[src/rtl/vga_pkg.sv]
// Shared raster types and default 640x480@60 timing for the video output stage.
// Pure declarations; no logic, no latency.
package vga_pkg;

   typedef logic [10:0] coord_t;

   localparam int H_ACTIVE_DEF = 640;
   localparam int H_FP_DEF     = 16;
   localparam int H_SYNC_DEF   = 96;
   localparam int H_BP_DEF     = 48;
   localparam int V_ACTIVE_DEF = 480;
   localparam int V_FP_DEF     = 10;
   localparam int V_SYNC_DEF   = 2;
   localparam int V_BP_DEF     = 33;
   localparam int PIPE_LAT_DEF = 2;

   typedef struct packed {
      logic act;
      logic hs;
      logic vs;
   } raster_ctl_t;

   // Blanked with both syncs idle: the state the pins show before any real pixel arrives.
   localparam raster_ctl_t CTL_IDLE = '{act: 1'b0, hs: 1'b1, vs: 1'b1};

endpackage

[src/rtl/vga_delay_line.sv]
// Enable-gated shift register of DEPTH stages; output is the input DEPTH enabled steps ago.
// Holds completely while en_i is low; reset loads every stage with RST_VAL.
module vga_delay_line #(
   parameter int               WIDTH   = 3,
   parameter int               DEPTH   = 2,
   parameter logic [WIDTH-1:0] RST_VAL = '0
) (
   input  logic             clk,
   input  logic             resetN,
   input  logic             en_i,
   input  logic [WIDTH-1:0] d_i,
   output logic [WIDTH-1:0] q_o
);

   logic [WIDTH-1:0] stage_q [DEPTH];

   always_ff @(posedge clk or negedge resetN) begin
      if (!resetN) begin
         for (int i = 0; i < DEPTH; i++) stage_q[i] <= RST_VAL;
      end else if (en_i) begin
         stage_q[0] <= d_i;
         for (int i = 1; i < DEPTH; i++) stage_q[i] <= stage_q[i-1];
      end
   end

   assign q_o = stage_q[DEPTH-1];

endmodule

[src/rtl/vga_raster_out.sv]
// Raster master and VGA pin stage: drives pixelX/Y/startOfFrame and registers the mux colours onto the DAC.
// Pixel on pixelX/Y reaches the pins PIPE_LAT+1 pix_en steps later; pix_en low freezes every register.
module vga_raster_out
   import vga_pkg::*;
#(
   parameter int H_ACTIVE = H_ACTIVE_DEF,
   parameter int H_FP     = H_FP_DEF,
   parameter int H_SYNC   = H_SYNC_DEF,
   parameter int H_BP     = H_BP_DEF,
   parameter int V_ACTIVE = V_ACTIVE_DEF,
   parameter int V_FP     = V_FP_DEF,
   parameter int V_SYNC   = V_SYNC_DEF,
   parameter int V_BP     = V_BP_DEF,
   parameter int PIPE_LAT = PIPE_LAT_DEF
) (
   input  logic       clk,
   input  logic       resetN,
   input  logic       pix_en,
   input  logic [3:0] Red_level,
   input  logic [3:0] Green_level,
   input  logic [3:0] Blue_level,
   output coord_t     pixelX,
   output coord_t     pixelY,
   output logic       startOfFrame,
   output logic [3:0] vga_r,
   output logic [3:0] vga_g,
   output logic [3:0] vga_b,
   output logic       vga_hs,
   output logic       vga_vs,
   output logic       vga_blank_n
);

   localparam int H_TOTAL = H_ACTIVE + H_FP + H_SYNC + H_BP;
   localparam int V_TOTAL = V_ACTIVE + V_FP + V_SYNC + V_BP;

   localparam coord_t H_LAST   = coord_t'(H_TOTAL - 1);
   localparam coord_t V_LAST   = coord_t'(V_TOTAL - 1);
   localparam coord_t H_VIS    = coord_t'(H_ACTIVE);
   localparam coord_t V_VIS    = coord_t'(V_ACTIVE);
   localparam coord_t HS_START = coord_t'(H_ACTIVE + H_FP);
   localparam coord_t HS_END   = coord_t'(H_ACTIVE + H_FP + H_SYNC);
   localparam coord_t VS_START = coord_t'(V_ACTIVE + V_FP);
   localparam coord_t VS_END   = coord_t'(V_ACTIVE + V_FP + V_SYNC);

   if (H_TOTAL > 2048 || V_TOTAL > 2048) begin : g_total_chk
      $error("vga_raster_out: H_TOTAL/V_TOTAL do not fit 11-bit coordinates");
   end
   if (PIPE_LAT < 1 || PIPE_LAT > 8) begin : g_lat_chk
      $error("vga_raster_out: PIPE_LAT must be within 1..8");
   end

   coord_t h_q, h_d, v_q, v_d;

   always_comb begin
      h_d = h_q + coord_t'(1);
      v_d = v_q;
      if (h_q == H_LAST) begin
         h_d = '0;
         v_d = (v_q == V_LAST) ? '0 : v_q + coord_t'(1);
      end
   end

   always_ff @(posedge clk or negedge resetN) begin
      if (!resetN) begin
         h_q <= '0;
         v_q <= '0;
      end else if (pix_en) begin
         h_q <= h_d;
         v_q <= v_d;
      end
   end

   assign pixelX = h_q;
   assign pixelY = v_q;

   // Gated by pix_en so the pulse stays one clk wide however slowly the raster steps.
   assign startOfFrame = pix_en && (h_q == H_LAST) && (v_q == V_LAST);

   raster_ctl_t ctl_raw, ctl_dly;

   always_comb begin
      ctl_raw.act = (h_q < H_VIS) && (v_q < V_VIS);
      ctl_raw.hs  = !((h_q >= HS_START) && (h_q < HS_END));
      ctl_raw.vs  = !((v_q >= VS_START) && (v_q < VS_END));
   end

   // Sync/blank wait here while the drawing units and mux turn the same coordinates into colour.
   vga_delay_line #(
      .WIDTH  ($bits(raster_ctl_t)),
      .DEPTH  (PIPE_LAT),
      .RST_VAL(CTL_IDLE)
   ) u_ctl_dly (
      .clk   (clk),
      .resetN(resetN),
      .en_i  (pix_en),
      .d_i   (ctl_raw),
      .q_o   (ctl_dly)
   );

   logic [3:0] r_q, g_q, b_q;
   logic       hs_q, vs_q, blank_n_q;

   always_ff @(posedge clk or negedge resetN) begin
      if (!resetN) begin
         r_q       <= '0;
         g_q       <= '0;
         b_q       <= '0;
         hs_q      <= 1'b1;
         vs_q      <= 1'b1;
         blank_n_q <= 1'b0;
      end else if (pix_en) begin
         r_q       <= ctl_dly.act ? Red_level   : 4'h0;
         g_q       <= ctl_dly.act ? Green_level : 4'h0;
         b_q       <= ctl_dly.act ? Blue_level  : 4'h0;
         hs_q      <= ctl_dly.hs;
         vs_q      <= ctl_dly.vs;
         blank_n_q <= ctl_dly.act;
      end
   end

   assign vga_r       = r_q;
   assign vga_g       = g_q;
   assign vga_b       = b_q;
   assign vga_hs      = hs_q;
   assign vga_vs      = vs_q;
   assign vga_blank_n = blank_n_q;

endmodule

[config.mk]
export PLATFORM = sky130hd
export DESIGN_NAME = vga_raster_out
export DESIGN_NICKNAME = d
export VERILOG_FILES = /design/src/rtl/vga_pkg.sv /design/src/rtl/vga_delay_line.sv /design/src/rtl/vga_raster_out.sv
export SDC_FILE = /design/constraint.sdc
export NUM_CORES = 1
export LEC_CHECK = 0
export CAP_MARGIN = 20
export CORE_ASPECT_RATIO = 1.1
export CORE_MARGIN = 2
export CORE_UTILIZATION = 51
export CTS_CLUSTER_SIZE = 14
export DETAILED_ROUTE_END_ITERATION = 7
export DONT_BUFFER_PORTS = 1
export PLACE_DENSITY = 0.75
export SYNTH_ARGS = -nofsm -noshare
export SYNTH_HDL_FRONTEND = slang
export SYNTH_SLANG_ARGS = --single-unit
[constraint.sdc]
create_clock -name clk -period 1.6 [get_ports clk]
set_input_delay 0.24 -clock clk [delete_from_list [all_inputs] [get_ports clk]]
set_output_delay 0.24 -clock clk [all_outputs]
set_load 0.05 [all_outputs]
# == Word-level counts from Yosys, hierarchy flattened ==
# Index checks and enable logic that the tools add are counted.
# totals
out_inout_bits,38
register_bits,43
word_cells,33
# op_classes
n_lt_le_gt_ge,6
addsub,2
eq_ne,2
n_reduce_logical,8
muxes,5
# op_table
operator,count
adder 11 x 1 -> 11 bit (second input constant),2
equality test 11 x 10 -> 1 bit (second input constant),2
less-than comparator 11 x 10 -> 1 bit (second input constant),2
less-than comparator 11 x 9 -> 1 bit (second input constant),2
two-way mux 11 bit,2
two-way mux 4 bit,3
>= comparator 11 x 10 -> 1 bit (second input constant),1
>= comparator 11 x 9 -> 1 bit (second input constant),1
logical AND 1 bit,5
zero test 1 bit,2
AND reduction 2 bit,1

# == Depth between registers and ports, before layout ==
# depth
word_depth,3
mapped_depth,6
mapped_depth_nobuf,6

# == Cells and area by module ==
# From an unflattened synthesis, not the netlist that was laid out.
# hier_totals
cells_unflattened,194
hier_area_um2,2039.5
# by_module_without_submodules
module,seq_area_each_um2,cells_each,n_inst,area_each_um2
vga_raster_out,928.4,178,1,1760.4
vga_delay_line,155.1,16,1,279.0

# == Worst setup path after synthesis ==
# Ideal clock, no wire load.
# synth_path
path_kind,register to output
startpoint,"register v_q[7], in the netlist pixelY[7]"
endpoint,output port startOfFrame
required_time_ps,1360
path_buffers,0
stages_incl_launch_ff,4
slack_ps,-694
arrival_ps,2054
cell_sequence,dfrtp_1 > nor4_1 > nand3_1 > nor2_1
# synth_via
elab_chain_cells,2
# synth_lines
element,line,source
start: declaration,vga_raster_out.sv:52,"coord_t h_q, h_d, v_q, v_d;"
start signal: assignment,vga_raster_out.sv:69,v_q <= v_d;
equality test 11 x 10 -> 1 bit,vga_raster_out.sv:77,assign startOfFrame = pix_en && (h_q == H_LAST) && (v_q == V_LAST);
logical AND 1 bit,vga_raster_out.sv:77,
end: declaration,vga_raster_out.sv:24,"output logic startOfFrame,"
# No other way between the ends.

# == Worst setup path in the final report ==
# layout_path
startpoint,"register h_q[5], in the netlist pixelX[5]"
endpoint,output port startOfFrame
# layout_via
elab_chain_cells,3
# layout_lines
element,line,source
start: declaration,vga_raster_out.sv:52,
start signal: assignment,vga_raster_out.sv:65,h_q <= '0;
start signal: assignment,vga_raster_out.sv:68,h_q <= h_d;
equality test 11 x 10 -> 1 bit,vga_raster_out.sv:77,
logical AND 1 bit (2 in a row),vga_raster_out.sv:77,
# No other way between the ends.

==> metrics <==
status=finished with violations; failing checks=setup timing; clock power share=31.1%; CP Class=flip-flop to output pin; Hold WS=around 14 ps; Detail Route Antenna Nets=0; Post-Syn Instances=207; Slew Viols, Final=0; Avg WL per Cell=16.2 µm; CP startpoint=pixelX[5]$_DFFE_PN0P_; CP Max Fanout=2; Worst Hold Endpoint=u_ctl_dly.stage_q[4]$_DFFE_PN1P_; # IOs=53; switching fraction of total power=31.8%; largest net degree at the start of global routing=44; PnR worst setup slack=-192 ps; Std-Cell Core Area=3960 µm²; unrepaired setup endpoints after global routing=yes; Slew @ Worst Pin=487 ps; r2r startpoint=pixelY[0]$_DFFE_PN0P_; layout cell share with drive strength beyond 1=42.3%; die height=71.2 µm; gp weighted congestion=0.842; Distinct cells, synth=41; FF-to-FF End=pixelY[9]$_DFFE_PN0P_; # diodes=0; Seq pwr share=45.2%; worst path arrival time=1550 ps; drt drc=0; pre-CTS WS=38.3 ps; fmax=about 560 MHz; Critical Path RT=approximately 1400 ps; total CTS buffers=5; clock transition at the registers of the reported paths=80 ps; Tot GR Track Use=a little over a fifth; FP Rows=24; yosys warns=0; CTS tree=done; vias in the first global route=1560; grt ovf=0; clock sink count=43; Max Cap Viol=0; Routed WL=4840 µm; Worst R2R Setup Slack=-120 ps; Min-Delay Path Class=input port to flip-flop; Reg2Reg Depth=8; worst clock skew=4.66 ps; DIE WIDTH=65.1 µm; final setup fails=4; Net Count, Synth=225; Final Hold Fails=0; dpl hpwl=between 3000 and 4000 µm; maximum clock path buffer count=2; hold path start=pix_en; Clk Latency, worst-skew pair=290 ps; syn_area_per_cell=10.1 µm²; Power Density=about 1000 nW/µm²; CTS H-Tree Depth=2; die area=4640 µm²; vias=1669; Root Buffer=clkbuf_8; synthesized area=roughly 2100 µm²; combinational share of power=23.7%; critical path endpoint category=output pin; headroom to the max-slew limit=67.6%; initial antenna violation count=0; global-route wire length before repair=7600 µm; static leakage=approximately 1.1 nW; FF+latch count, synth=43; crit path time final=1790 ps; Area after DPL=2420 µm²; Worst VDD drop=0.994 mV; input/output buffers=0; synthesis-to-finish area growth=30.0%; crit share post-route=112%; Psw=0.000880 W; Avg Vias per Cell=5.60; Initial DRC Count=89; critical path startpoint category=flip-flop; setup TNS=-413 ps; Int Power=0.00189 W; nets=263; Final Cell Area=around 2700 µm²; Pre-Repair DR Iteration Count=4; Hold Crit Depth=1; Initial Util=52.8%; Fill cells=about 300; register area share after synthesis=51.7%
-- worst max-delay path, stage by stage (launching register included) --
cell      delay [ps]
dfrtp_2          410
and4bb_4         340
nand4_1          200
nor2_4           170
buf_12           150
-- worst max-delay path by stage --
stage	to	slack [ps]	depth (start not counted)
6_report	startOfFrame	-190	4
5_1_grt	startOfFrame	-250	6
4_1_cts	startOfFrame	-200	4
3_5_place_dp	startOfFrame	40	4
3_3_place_gp	startOfFrame	60	6
2_1_floorplan	startOfFrame	-90	5
-- what timing repair did --
item	4_1_cts	5_1_grt
buffers inserted	7	3
hold buffers	2	0
endpoints found under the hold margin	43	0
gates resized for setup	2	18
setup endpoints to repair	1	10
pin swaps	4	9
-- area by class of cell --
cell class / count / area [µm²] / area share (%)
Sequential cell: 43 / 1110 / 40.7
Inverter: 19 / 71.3 / 2.62
Clock inverter: 2 / 35.0 / 1.29
Timing Repair Buffer: 40 / 347 / 12.7
Clock buffer: 6 / 82.6 / 3.03
Tap cell: 52 / 65.1 / 2.39
Multi-Input combinational cell: 136 / 1010 / 37.3
-- flip-flops by register name (all words and copies together) (netlist names) --
name and count:
vga_vs 1, vga_hs 1, pixelX 11, vga_r 4, vga_blank_n 1, u_ctl_dly.stage_q 3, pixelY 11, vga_b 4
u_ctl_dly.q_o 3, vga_g 4
-- metal layers --
metal  global-route usage, %  share of wire [%]
met5                       0                  0
met4                    6.94                1.3
met3                    6.28                5.4
met2                    34.9                 50
met1                    28.0                 43
-- through the flow --
step	std cells	total power, W	utilization, %
floorplan	207	0.00175	-
global placement	279	0.00185	61.1
detailed placement	279	0.00185	61.1
CTS	296	0.00277	66.3
global route	298	0.00288	68.7
finish	298	0.00277	68.7
-- layout by cell type, fill, tap and decap left out, types with 3 or more instances in the layout --
master / n
a31oi_1: 4
and4_2: 3
and4bb_2: 3
buf_4: 32
buf_6: 5
clkbuf_8: 6
dfrtp_1: 18
dfrtp_2: 19
dfstp_2: 6
ha_4: 3
inv_1: 17
mux2_2: 6
nand2_1: 15
nand3_1: 15
nand4_1: 5
nor2_1: 9
nor3_1: 3
nor4_4: 3
o21ai_0: 21
o21ai_1: 5
o31ai_1: 3
xnor2_1: 5
xor2_1: 6
-- synth_stat cells (all sizes together) --
cell type	count	share of area, %
and3	4	1.3
xnor2	5	2.1
nand4	6	2.5
buf	4	1.1
nor2	10	1.8
nor2b	1	0.30
and4bb	4	2.6
a21oi	2	0.48
nand3b	1	0.36
xor2	6	2.5
nand4bb	1	0.54
inv	19	3.4
nor4b	1	0.42
a41oi	1	0.42
mux2	6	3.2
nand3	16	3.8
or2	1	0.30
dfstp	6	7.5
o21ai	26	6.2
and2	4	1.3
dfrtp	37	44
nand2	16	2.9
and4	5	2.3
a31oi	4	1.2
ha	3	1.8
nor3	3	0.72
nand4b	2	0.84
nor4	3	0.90
or4b	1	0.48
and4b	1	0.48
clkbuf	5	0.96
o31ai	3	1.1
-- cells by family after synthesis --
logic type               after synthesis  share of synthesized area (%)
AO/OA/AOI/OAI                         36                           9.38
buffers and inverters                 28                           5.49
XOR/XNOR                              11                           4.60
adder cells (fa/ha/maj)                3                           1.79
multiplexers                           6                           3.23
AND/OR/NAND/NOR                       80                           23.8
flip-flops                            43                           51.7
-- power groups by stage --
stage | clock [W] | sequential, W | combinational [W]
after CTS | 0.000883 | 0.00124 | 0.000646
after global placement | 0 | 0.00127 | 0.000580
after floorplan | 0 | 0.00148 | 0.000267
final | 0.000859 | 0.00125 | 0.000656
after global routing | 0.000920 | 0.00126 | 0.000696
after detailed placement | 0 | 0.00127 | 0.000589
(Power assumes the default switching activity.)
